File: config.mk
export PLATFORM = sky130hd
export DESIGN_NAME = bmp_stream_writer
export DESIGN_NICKNAME = d
export VERILOG_FILES = /design/src/rtl/bmp_pkg.sv /design/src/rtl/bmp_header_gen.sv /design/src/rtl/bmp_stream_writer.sv
export SDC_FILE = /design/constraint.sdc
export NUM_CORES = 1
export LEC_CHECK = 0
export CORE_MARGIN = 1
export CORE_UTILIZATION = 61
export CTS_CLUSTER_SIZE = 30
export DETAILED_ROUTE_END_ITERATION = 16
export GPL_TIMING_DRIVEN = 1
export PLACE_DENSITY = 0.86
export SKIP_LAST_GASP = 1
export SYNTH_ARGS = -nofsm -noshare
export SYNTH_HDL_FRONTEND = slang
export SYNTH_SLANG_ARGS = --single-unit
File: constraint.sdc
create_clock -name clock -period 6.3 [get_ports clock]
set_clock_uncertainty 0.1 [all_clocks]
set_input_delay 0.63 -clock clock [delete_from_list [all_inputs] [get_ports clock]]
set_output_delay 0.63 -clock clock [all_outputs]
set_load 0.05 [all_outputs]
File: src/rtl/bmp_pkg.sv
// Shared BMP constants, writer state encoding and the 54-byte header table
// for the 24-bpp stream writer and its testbench.
package bmp_pkg;

  localparam int BMP_HEADER_SIZE = 54;
  localparam int BYTES_PER_PIXEL = 3;

  typedef enum logic [2:0] {
    IDLE,
    HEADER,
    PIXEL,
    PAD,
    DONE
  } bmp_wr_state_t;

  // Header laid out as two magic bytes followed by thirteen little-endian 32-bit words;
  // planes/bpp share one word as two 16-bit halves.
  function automatic logic [7:0] bmp_header_byte(input int idx, input int width, input int height);
    int          row_bytes;
    int          pad_bytes;
    int          img_bytes;
    int          field;
    int          lane;
    logic [31:0] word;
    logic [7:0]  result;
    row_bytes = width * BYTES_PER_PIXEL;
    pad_bytes = (4 - row_bytes % 4) % 4;
    img_bytes = height * (row_bytes + pad_bytes);
    field     = (idx - 2) / 4;
    lane      = (idx - 2) % 4;
    case (field)
      0:       word = 32'(BMP_HEADER_SIZE + img_bytes);
      2:       word = 32'(BMP_HEADER_SIZE);
      3:       word = 32'd40;
      4:       word = 32'(width);
      5:       word = 32'(height);
      6:       word = {16'd24, 16'd1};
      8:       word = 32'(img_bytes);
      default: word = 32'd0;
    endcase
    if (idx == 0)      result = 8'h42;
    else if (idx == 1) result = 8'h4D;
    else               result = word[lane*8 +: 8];
    return result;
  endfunction

endpackage

File: src/rtl/bmp_header_gen.sv
// Combinational header ROM: returns header byte idx for a WIDTH x HEIGHT 24-bpp image.
module bmp_header_gen
  import bmp_pkg::*;
#(
  parameter int WIDTH  = 768,
  parameter int HEIGHT = 576
) (
  input  logic [5:0] idx,
  output logic [7:0] hdr_byte
);

  assign hdr_byte = bmp_header_byte(int'(idx), WIDTH, HEIGHT);

endmodule

File: src/rtl/bmp_stream_writer.sv
// Drains 24-bit pixels from a FWFT FIFO and emits a complete 24-bpp BMP byte
// stream (header, pixel bytes, row padding) on a registered valid/ready port.
module bmp_stream_writer
  import bmp_pkg::*;
#(
  parameter int WIDTH  = 768,
  parameter int HEIGHT = 576
) (
  input  logic        clock,
  input  logic        reset,
  input  logic        start,
  input  logic        in_empty,
  input  logic [23:0] in_dout,
  output logic        in_re,
  output logic        out_valid,
  output logic [7:0]  out_data,
  input  logic        out_ready,
  output logic        busy,
  output logic        done
);

  localparam int ROW_BYTES = WIDTH * BYTES_PER_PIXEL;
  localparam int PAD_BYTES = (4 - ROW_BYTES % 4) % 4;
  localparam int COL_W     = (WIDTH > 1) ? $clog2(WIDTH) : 1;
  localparam int ROW_W     = (HEIGHT > 1) ? $clog2(HEIGHT) : 1;
  localparam logic [COL_W-1:0] LAST_COL = COL_W'(WIDTH - 1);
  localparam logic [ROW_W-1:0] LAST_ROW = ROW_W'(HEIGHT - 1);
  localparam logic [1:0]       LAST_PAD = 2'(PAD_BYTES - 1);
  localparam logic [5:0]       LAST_HDR = 6'(BMP_HEADER_SIZE - 1);

  bmp_wr_state_t    state_q, state_d;
  logic [5:0]       hdr_idx_q, hdr_idx_d;
  logic [1:0]       byte_idx_q, byte_idx_d;
  logic [COL_W-1:0] col_q, col_d;
  logic [ROW_W-1:0] row_q, row_d;
  logic [1:0]       pad_q, pad_d;
  logic [15:0]      hold_q, hold_d;
  logic             out_valid_q, out_valid_d;
  logic [7:0]       out_data_q, out_data_d;
  logic             busy_q, busy_d;
  logic             done_q, done_d;

  logic       accept;
  logic       fetch;
  logic       end_row;
  logic [5:0] hdr_gen_idx;
  logic [7:0] hdr_byte;

  // The ROM looks one entry ahead so the next header byte is ready on accept.
  assign hdr_gen_idx = (state_q == HEADER) ? hdr_idx_q + 6'd1 : 6'd0;

  bmp_header_gen #(.WIDTH(WIDTH), .HEIGHT(HEIGHT)) u_hdr (
    .idx      (hdr_gen_idx),
    .hdr_byte (hdr_byte)
  );

  assign accept = out_valid_q && out_ready;

  // fetch marks "the next byte to present is the first byte of a new pixel";
  // it is raised in the same cycle the preceding byte is accepted so no bubble appears.
  always_comb begin
    state_d     = state_q;
    hdr_idx_d   = hdr_idx_q;
    byte_idx_d  = byte_idx_q;
    col_d       = col_q;
    row_d       = row_q;
    pad_d       = pad_q;
    hold_d      = hold_q;
    out_valid_d = out_valid_q;
    out_data_d  = out_data_q;
    busy_d      = busy_q;
    done_d      = 1'b0;
    fetch       = 1'b0;
    end_row     = 1'b0;
    in_re       = 1'b0;

    case (state_q)
      IDLE: begin
        if (start) begin
          state_d     = HEADER;
          hdr_idx_d   = 6'd0;
          out_valid_d = 1'b1;
          out_data_d  = hdr_byte;
          busy_d      = 1'b1;
        end
      end
      HEADER: begin
        if (accept) begin
          if (hdr_idx_q == LAST_HDR) begin
            state_d   = PIXEL;
            hdr_idx_d = 6'd0;
            fetch     = 1'b1;
          end else begin
            hdr_idx_d  = hdr_idx_q + 6'd1;
            out_data_d = hdr_byte;
          end
        end
      end
      PIXEL: begin
        if (!out_valid_q) begin
          fetch = 1'b1;
        end else if (accept) begin
          case (byte_idx_q)
            2'd0: begin
              byte_idx_d = 2'd1;
              out_data_d = hold_q[15:8];
            end
            2'd1: begin
              byte_idx_d = 2'd2;
              out_data_d = hold_q[7:0];
            end
            default: begin
              byte_idx_d = 2'd0;
              if (col_q != LAST_COL) begin
                col_d = col_q + COL_W'(1);
                fetch = 1'b1;
              end else begin
                col_d = '0;
                if (PAD_BYTES > 0) begin
                  state_d    = PAD;
                  pad_d      = 2'd0;
                  out_data_d = 8'h00;
                end else begin
                  end_row = 1'b1;
                end
              end
            end
          endcase
        end
      end
      PAD: begin
        if (accept) begin
          if (pad_q != LAST_PAD) begin
            pad_d = pad_q + 2'd1;
          end else begin
            pad_d   = 2'd0;
            end_row = 1'b1;
          end
        end
      end
      DONE: begin
        state_d = IDLE;
      end
      default: begin
        state_d = IDLE;
      end
    endcase

    if (end_row) begin
      if (row_q == LAST_ROW) begin
        state_d     = DONE;
        row_d       = '0;
        out_valid_d = 1'b0;
        busy_d      = 1'b0;
        done_d      = 1'b1;
      end else begin
        state_d = PIXEL;
        row_d   = row_q + ROW_W'(1);
        fetch   = 1'b1;
      end
    end

    // An empty FIFO leaves the output slot empty; PIXEL retries every cycle.
    if (fetch) begin
      if (!in_empty) begin
        in_re       = 1'b1;
        out_valid_d = 1'b1;
        out_data_d  = in_dout[23:16];
        hold_d      = in_dout[15:0];
      end else begin
        out_valid_d = 1'b0;
      end
    end
  end

  always_ff @(posedge clock or negedge reset) begin
    if (!reset) begin
      state_q     <= IDLE;
      hdr_idx_q   <= 6'd0;
      byte_idx_q  <= 2'd0;
      col_q       <= '0;
      row_q       <= '0;
      pad_q       <= 2'd0;
      out_valid_q <= 1'b0;
      out_data_q  <= 8'h00;
      busy_q      <= 1'b0;
      done_q      <= 1'b0;
    end else begin
      state_q     <= state_d;
      hdr_idx_q   <= hdr_idx_d;
      byte_idx_q  <= byte_idx_d;
      col_q       <= col_d;
      row_q       <= row_d;
      pad_q       <= pad_d;
      out_valid_q <= out_valid_d;
      out_data_q  <= out_data_d;
      busy_q      <= busy_d;
      done_q      <= done_d;
    end
  end

  always_ff @(posedge clock) begin
    hold_q <= hold_d;
  end

  assign out_valid = out_valid_q;
  assign out_data  = out_data_q;
  assign busy      = busy_q;
  assign done      = done_q;

endmodule

==> run summary, run 1 <==
Outcome: completed
Post-CTS Repair Setup Buffers: 0
Post-synth EDFFs: 16
1st-iter DRT viols: 206
Drt total wl: 8390 µm
Netlist Area Pre-Place: 3640 µm²
Leakage: 1.74 nW
Finished Layout Cells: 483
Crit-path max cell delay: 870 ps
Cts repair resizes: 0
Seq/Total Area, Yosys: 43.5%
Clock transition at path regs: 70 ps
Synth async-reset ratio: 73.3%
Nets@finish: 448
Slew Limit Headroom: 31.3%
Synth Net Count: 416
Fin crit share: 72.4%
Slowest-stage cell, CP: nor3b_1
Critical Path Start Type: register
Initial Utilization: 64.5%
Placed insts: 467
Initial antenna violation count: 0
Antenna Cells: 0
Drt pass-1 iters: 5
Final GP Congestion: 0.917
Longest Clk Path Bufs: 2
Req. time, crit path: 6480 ps
Residual antenna-violating net count after detailed routing: 0
H-tree depth: 3
Routed len/inst: 17.4 µm
FMAX: 0.219 GHz
Min-Delay Path Class: in2async
Vias in the first global route: 2,815
Dominant cells by area after synthesis: dfrtp_1 30%, edfxtp_1 13%, ha_1 4.5%, nor2_1 4.0%, nand2_1 3.9%
GR Util All Layers: 28.2%
Critical path fanouts, max: 12
Share of layout cells above drive strength 1: 11.9%
Die X: 79.2 µm
Synth cell types: 69
Avg Inst Size Synth: 9.73 µm²
Clk_lat worst skew: 350 ps
Unrepaired setup endpoints after global routing: false
Top cell type's share of synthesized area: 30.3%
Final hold viol count: 0
Synth area leader: dfrtp_1
Crit-path cells: nor3b_1 -> nand2b_1 -> ha_1 -> xor2_1 -> ha_1 -> nand2b_1 -> a31o_2 -> ha_1 -> and4_1 -> nand4b_1 -> or3_1 -> o41ai_1 -> a22o_1
Total power: 2.03 mW
Core Rows: 27
Routed vias: 2,966
I/O pins: 41
Largest net degree at the start of global routing: 45
Final setup fails: 0
CTS Root Cell: clkbuf_8
Crit path max-delay family: simple AND/OR/NAND/NOR gates
Synth warn: 0
IO Port Bufs: 40
Worst slack, placed: 1790 ps
Cts hold-fix bufs: 0
Synth Register Bits: 60
Worst VDD drop: 261 µV
Grt ovf: 0
Most frequent CP cell: ha_1
Max-cap violations: 0
Placed wire-length estimate: 5870 µm
Setup tns final: 0 ps
Gate Count Post-Synth: 374
Worst Max-Slew Pin Slew: 1030 ps
Crit path kind: reg2reg
PD cells: 482 nW/µm²
Arr. time, crit path: 4740 ps
CTS tree: done
Sum of buffers and inverters on the critical path: 0
# clock sinks: 60
CORE AREA: 5640 µm²
First-pass GRT wire length: 13,500 µm
Area grow syn2layout: 15.9%
Top_reg_cell synth: dfrtp_1
Setup ws final: 1740 ps
Die Area: 6280 µm²
Most instantiated cells after synthesis: 44 x dfrtp_1, 39 x nor2_1, 38 x nand2_1, 16 x edfxtp_1, 16 x o21ai_0
CTS buffer count: 9
Worst setup EP type: register
Vias per cell: 6.14
Die height: 79.2 µm
Final Slew Violations: 0
Fin util: 74.7%
Most frequent cell after synthesis: dfrtp_1
Min Tclk post-route: 4560 ps
DRC Markers: 0
-- through the flow --
stage | hold slack, ps | area (µm²)
after floorplan | 234 | 3640
after global placement | 378 | 4050
after detailed placement | 391 | 4050
after CTS | 377 | 4220
after global routing | 424 | 4220
final | 340 | 4220
-- power breakdown --
part | switching [mW] | total [mW] | internal [mW]
clock | 0.153 | 0.306 | 0.153
combinational | 0.684 | 1.14 | 0.460
sequential | 0.105 | 0.580 | 0.475
total | 0.942 | 2.03 | 1.09
-- worst reg2reg max path: cells and delay by family, from the launching register on --
kind / cells / cell delay (ps)
flops: 1 / 520
xor+xnor: 1 / 230
compound gates: 3 / 730
fa+ha+maj: 3 / 890
simple gates: 6 / 2020
-- cells by family (layout without fill, tap and decap cells) --
group           count (synthesis)  after routing  synth area share (%)
flops                          60             60                  43.5
simple gates                  160            160                  23.3
mux                            20             20                  6.16
fa+ha+maj                      13             13                  4.47
compound gates                 74             74                  15.0
xor+xnor                       17             17                  4.09
buf+inv                        30             67                  3.47
-- final cells by class --
| cell class | instances | area, µm² |
|---|---|---|
| Sequential cell | 60 | 1580 |
| Clock buffer | 12 | 145 |
| Multi-Input combinational cell | 284 | 1930 |
| Inverter | 10 | 37.5 |
| Timing Repair Buffer | 41 | 403 |
| Clock inverter | 4 | 26.3 |
| Tap cell | 72 | 90.1 |
| Fill cell | 382 | 1430 |
-- state kept, by name, summed over array words and instances (netlist names) --
register    flops
col_q          10
row_q          10
hdr_idx_q       6
out_valid       1
pad_q           2
busy            1
done            1
hold_q         16
state_q         3
byte_idx_q      2
out_data        8
-- worst paths after layout --
kind                                        start                     end  slack [ps]  depth (start not counted)
max                        state_q[0]$_DFFE_PN0P_   out_data[1]$_DFF_PN0_        1740                         13
min                                         reset    col_q[7]$_DFFE_PN0P_         340                          1
max reg2reg                state_q[0]$_DFFE_PN0P_   out_data[1]$_DFF_PN0_        1740                         13
min reg2reg                  col_q[6]$_DFFE_PN0P_    col_q[6]$_DFFE_PN0P_         400                          1
max in group asynchronous                   reset  state_q[1]$_DFFE_PN0P_        5130                          1
min in group clock           col_q[6]$_DFFE_PN0P_    col_q[6]$_DFFE_PN0P_         400                          1
-- layer usage --
layer | wire, µm | up-vias | track usage [%] | part of all wire, %
met4 | 98 | 0 | 8.00 | 1.2
met3 | 539 | 11 | 6.55 | 6.4
met5 | 0 | - | 0 | 0
met2 | 4040 | 105 | 46.2 | 48
met1 | 3710 | 1400 | 37.4 | 44
li1 | - | 1450 | - | -
-- layout by cell type, fill, tap and decap left out, drive strengths merged, types with 4 or more instances in the layout --
| cell | netlist | layout |
|---|---|---|
| nor3 | 9 | 9 |
| or3 | 6 | 6 |
| edfxtp | 16 | 16 |
| ha | 13 | 13 |
| mux2 | 13 | 13 |
| dfrtp | 44 | 44 |
| nand2 | 38 | 38 |
| xor2 | 9 | 9 |
| nand3 | 15 | 15 |
| a221o | 4 | 4 |
| clkbuf | 9 | 12 |
| a21oi | 7 | 7 |
| xnor2 | 8 | 8 |
| inv | 9 | 9 |
| o21ai | 19 | 19 |
| a31oi | 7 | 7 |
| o31ai | 5 | 5 |
| and4 | 4 | 4 |
| a21o | 4 | 4 |
| and3 | 6 | 6 |
| nor2 | 39 | 39 |
| nand4 | 12 | 12 |
| nor3b | 5 | 5 |
| nand2b | 6 | 6 |
| nor2b | 4 | 4 |
| mux2i | 7 | 7 |
| clkinv | 1 | 4 |
| clkdlybuf4s50 | 0 | 39 |
No activity file was read; power rests on OpenSTA's default activity.
==> run 2: changes to the inputs <==
- CORE_UTILIZATION: 61 -> 57
- PLACE_DENSITY: 0.86 -> 0.81
- clock period: 6.3 -> 4.2 ns (I/O delays scaled with it)
==> run 2 against run 1 <==
Via count grew 2.1%. Count of clock-buffer cells in the layout is 1 higher. Sequential power grew 47%. Highest routed layer unchanged. Global-route usage shrank 2.1 points. Final cell count rose by 2.3%. Sequential cell count unchanged. Combinational power grew 54%. Clock power rose by 73%. Critical path depth increased by 2. Non-clock buffer count is 9 higher. Register-to-register slack got worse by 1600 ps.
==> run summary, run 2 (synthesis results as in run 1) <==
Outcome: completed
Vias in the first global route: 2,723
Worst setup EP type: register
Slowest-stage cell, CP: dfrtp_2
Most frequent CP cell: ha_1
Routed len/inst: 16.8 µm
# clock sinks: 60
Die Area: 6710 µm²
Clock power frac: 16.8%
Drt pass-1 iters: 5
CORE AREA: 6030 µm²
Critical Path Start Type: register
Die X: 81.9 µm
PD cells: 726 nW/µm²
Final GP Congestion: 0.907
Crit path kind: reg2reg
GR Util All Layers: 26.1%
Min Hold Slack: 143 ps
Drt total wl: 8310 µm
Residual antenna-violating net count after detailed routing: 0
Core Rows: 28
Antenna Cells: 0
Share of layout cells above drive strength 1: 15.5%
Commonest non-fill, non-tap cells in the layout: 42 x dfrtp_1, 38 x nand2_1, 38 x nor2_1, 38 x clkdlybuf4s50_1
Slew Limit Headroom: 34.4%
H-tree depth: 3
Worst slack, placed: 132 ps
1st-iter DRT viols: 153
Int Pwr: 1.73 mW
Reg2reg setup slack: 170 ps
Comb pwr share: 56.0%
CTS buffer count: 9
DRC Markers: 0
Setup tns final: 0 ps
Die height: 81.9 µm
Final setup fails: 0
Crit-path max cell delay: 480 ps
Largest reg by FF count: hold_q
Crit-path cells: ha_1 -> buf_4 -> nand2b_1 -> ha_1 -> inv_1 -> ha_1 -> ha_1 -> nand2b_1 -> a31o_2 -> ha_1 -> nor4_1 -> nand4b_1 -> or3_1 -> o41ai_1 -> a22o_1
I/O pins: 41
Longest Clk Path Bufs: 2
Worst Max-Slew Pin Slew: 985 ps
Max-cap violations: 0
IO Port Bufs: 40
Leakage: 1.80 nW
Final hold viol count: 0
Placed wire-length estimate: 5980 µm
Clock transition at path regs: 80 ps
Arr. time, crit path: 4210 ps
Net switching share of the total power: 44.9%
CTS tree: done
Total power: 3.14 mW
Grt ovf: 0
Routed vias: 3,028
Initial Utilization: 60.4%
Area grow syn2layout: 19.0%
Fin crit share: 95.9%
Max FFs per register: 16
Biggest regs: hold_q (16), col_q (10), row_q (10)
Min Tclk post-route: 4030 ps
Clk_lat worst skew: 340 ps
FMAX: 0.248 GHz
P_sw: 1.41 mW
Vias per cell: 6.13
Min-Delay Path Class: in2async
Cts hold-fix bufs: 0
Worst VDD drop: 505 µV
Setup ws final: 173 ps
Most common cell after layout, fill and taps aside: dfrtp_1
First-pass GRT wire length: 13,000 µm
Filler Cells Inserted: 455
Nets@finish: 457
Final Slew Violations: 0
Largest net degree at the start of global routing: 45
Initial antenna violation count: 0
Critical path fanouts, max: 11
Flop pwr share: 27.2%
Req. time, crit path: 4380 ps
CTS Root Cell: clkbuf_8
[run 2: cell types whose count changed in the layout (fill, tap and decap cells not counted), sizes merged]
cell	previous run	this run
buf	2	12
inv	9	10
clkbuf	12	13
clkinv	4	1
clkdlybuf4s50	39	38
[run 2: area by class of cell]
type | count | area [µm²] | share of cell area, %
clock inverter | 2 | 13.8 | 0.318
multi-input combinational | 284 | 1940 | 44.9
tap | 75 | 93.8 | 2.17
clock buffer | 13 | 190 | 4.39
timing repair buffer | 50 | 468 | 10.8
inverter | 10 | 37.5 | 0.867
sequential | 60 | 1580 | 36.6
[run 2: power by group through the flow]
stage / Combinational [mW] / Clock, mW / Sequential (mW)
6_report: 1.76 / 0.529 / 0.855
5_1_grt: 1.93 / 0.565 / 0.870
4_1_cts: 1.74 / 0.536 / 0.850
3_5_place_dp: 1.74 / 0 / 0.859
3_3_place_gp: 1.68 / 0 / 0.848
2_1_floorplan: 1.22 / 0 / 0.928
[run 2: critical path: cells and delay by family, from the launching register on]
kind | cells | cell delay [ps]
adder cells (fa/ha/maj) | 5 | 1240
AND/OR/NAND/NOR | 5 | 1240
AO/OA/AOI/OAI | 3 | 670
flip-flops | 1 | 480
buffers and inverters | 2 | 220
[run 2: timing repair]
| item | CTS | global route |
|---|---|---|
| setup endpoints to repair | 0 | 5 |
| setup buffers | 0 | 2 |
| hold endpoints to repair | 0 | 0 |
| gates resized for setup | 0 | 5 |
[run 2: worst paths after layout]
path	from	to	cells after the start
worst max-delay path	hdr_idx_q[0]$_DFFE_PN0P_	out_data[1]$_DFF_PN0_	15
worst min-delay path	reset	row_q[3]$_DFFE_PN0P_	1
worst max register to register	hdr_idx_q[0]$_DFFE_PN0P_	out_data[1]$_DFF_PN0_	15
worst min register to register	col_q[6]$_DFFE_PN0P_	col_q[6]$_DFFE_PN0P_	1
max in group asynchronous	reset	hdr_idx_q[0]$_DFFE_PN0P_	1
min in group clock	col_q[6]$_DFFE_PN0P_	col_q[6]$_DFFE_PN0P_	1
[run 2: stage by stage]
| stage | instance area [µm²] | util, % | instances |
|---|---|---|---|
| after floorplan | 3640 | - | 374 |
| after global placement | 4100 | 68.0 | 477 |
| after detailed placement | 4100 | 68.0 | 477 |
| after CTS | 4300 | 71.4 | 492 |
| after global routing | 4330 | 71.9 | 494 |
| final | 4330 | 71.9 | 494 |
[run 2: routing by layer]
| metal | part of all wire, % | track usage (%) | vias up |
|---|---|---|---|
| li1 | - | - | 1463 |
| met1 | 45 | 33.2 | 1445 |
| met2 | 47 | 42.4 | 100 |
| met3 | 6.7 | 6.78 | 20 |
| met4 | 1.7 | 9.65 | 0 |
| met5 | 0 | 0 | - |
==> run 3: changes to the inputs <==
- CORE_MARGIN: 1 -> 8
==> run 3 against run 2 <==
Core utilization is 2.8 points lower. Sequential share of layout area fell by 0.061 points. Combinational power up 4%. Critical path depth did not move.
==> run summary, run 3 (synthesis results as in run 1) <==
Outcome: completed
Commonest non-fill, non-tap cells in the layout: 43 x dfrtp_1, 39 x nor2_1, 38 x nand2_1, 38 x clkdlybuf4s50_1
Vias per cell: 6.01
Critical Path Start Type: register
Worst VDD drop: 508 µV
DRC Markers: 0
Area grow syn2layout: 19.1%
Routed len/inst: 16.8 µm
FMAX: 0.249 GHz
Residual antenna-violating net count after detailed routing: 0
Clock transition at path regs: 80 ps
First-pass GRT wire length: 13,800 µm
Most common cell after layout, fill and taps aside: dfrtp_1
Biggest regs: hold_q (16), col_q (10), row_q (10)
Comb pwr share: 58.0%
Min Tclk post-route: 4010 ps
Initial Utilization: 58.0%
Req. time, crit path: 4380 ps
CTS Root Cell: clkbuf_8
Int Pwr: 1.73 mW
Drt pass-1 iters: 5
PD cells: 727 nW/µm²
Fin crit share: 95.4%
1st-iter DRT viols: 316
Slew Limit Headroom: 35.6%
Clk_lat worst skew: 340 ps
Flop pwr share: 26.2%
Fin util: 69.0%
Net switching share of the total power: 45.1%
Final GP Congestion: 0.888
Final setup fails: 0
Drt total wl: 8370 µm
Antenna Cells: 0
Min Hold Slack: 135 ps
Worst setup EP type: register
Vias in the first global route: 2,872
Crit path kind: reg2reg
Core Rows: 29
Longest Clk Path Bufs: 2
R2r endpoint: out_data[1]$_DFF_PN0_
Clock power frac: 15.8%
Die Area: 9200 µm²
CTS tree: done
Setup ws final: 192 ps
Worst slack, placed: 188 ps
I/O pins: 41
Routed vias: 2,987
Die height: 95.9 µm
Grt ovf: 0
# clock sinks: 60
FF-to-FF path depth: 15
H-tree depth: 3
Worst R2R Start: hdr_idx_q[0]$_DFFE_PN0P_
Initial antenna violation count: 0
Arr. time, crit path: 4190 ps
CTS buffer count: 9
Max FFs per register: 16
Cts hold-fix bufs: 0
Share of layout cells above drive strength 1: 14.8%
Placed wire-length estimate: 6010 µm
Critical path fanouts, max: 8
Largest net degree at the start of global routing: 45
GR Util All Layers: 19.1%
Worst Max-Slew Pin Slew: 965 ps
Nets@finish: 457
Min-Delay Path Class: in2async
Setup tns final: 0 ps
Largest reg by FF count: hold_q
P_sw: 1.42 mW
Final hold viol count: 0
CORE AREA: 6280 µm²
IO Port Bufs: 40
Max-cap violations: 0
Die X: 95.9 µm
Reg2reg setup slack: 190 ps
Final Slew Violations: 0
Leakage: 1.81 nW
run 3: cell types whose count changed in the layout (fill, tap and decap cells not counted), moves of 2 or more:
cell and change:
clkbuf_1 +2, buf_4 -2, clkbuf_8 -2, clkinv_2 +2
run 3: timing repair:
action,4_1_cts,5_1_grt
gates resized for setup,0,4
endpoints found under the setup margin,0,5
setup buffers,0,1
run 3: final cells by class:
type,count,area (µm²)
Clock inverter,3,18.8
Tap cell,77,96.3
Inverter,10,37.5
Timing Repair Buffer,50,485
Fill cell,463,1940
Clock buffer,13,170
Sequential cell,60,1580
Multi-Input combinational cell,284,1940
run 3: power groups by stage:
stage | Combinational (mW) | Clock, mW | Sequential (mW)
floorplan | 1.22 | 0 | 0.928
global placement | 1.71 | 0 | 0.827
detailed placement | 1.78 | 0 | 0.835
CTS | 1.80 | 0.506 | 0.826
global route | 2.03 | 0.537 | 0.844
finish | 1.83 | 0.499 | 0.826
run 3: per-stage QoR:
step | instances | total power [mW] | area (µm²)
2_1_floorplan | 374 | 2.15 | 3640
3_3_place_gp | 480 | 2.54 | 4120
3_5_place_dp | 480 | 2.61 | 4120
4_1_cts | 496 | 3.13 | 4310
5_1_grt | 497 | 3.41 | 4330
6_report | 497 | 3.15 | 4330
run 3: per-layer routing:
metal  vias up  track usage, %  routed length (µm)
li1       1464               -                   -
met1      1418            24.8                3880
met2        89            30.4                3860
met3        16            4.60                 496
met4         0            6.66                 138
met5         -               0                   0
run 3: worst max path at each step:
stage	startpoint	to	slack, ps	cells after the start
final	hdr_idx_q[0]$_DFFE_PN0P_	out_data[1]$_DFF_PN0_	190	15
after detailed placement	hdr_idx_q[1]$_DFFE_PN0P_	out_data[1]$_DFF_PN0_	190	15
after floorplan	hdr_idx_q[1]$_DFFE_PN0P_	out_data[1]$_DFF_PN0_	430	14
after global placement	hdr_idx_q[1]$_DFFE_PN0P_	out_data[1]$_DFF_PN0_	320	15
after CTS	hdr_idx_q[1]$_DFFE_PN0P_	out_data[1]$_DFF_PN0_	140	15
after global routing	hdr_idx_q[1]$_DFFE_PN0P_	out_data[1]$_DFF_PN0_	-1	16
run 3: worst max-delay path: stages (launching register included):
cell	delay (ps)
dfrtp_1	420
ha_1	320
buf_4	170
nand2b_1	160
ha_1	310
inv_1	60
ha_1	180
ha_2	230
nand2b_1	120
a31o_2	240
ha_1	170
nor4_1	320
nand4b_1	280
or3_4	440
o41ai_1	250
a22o_1	170
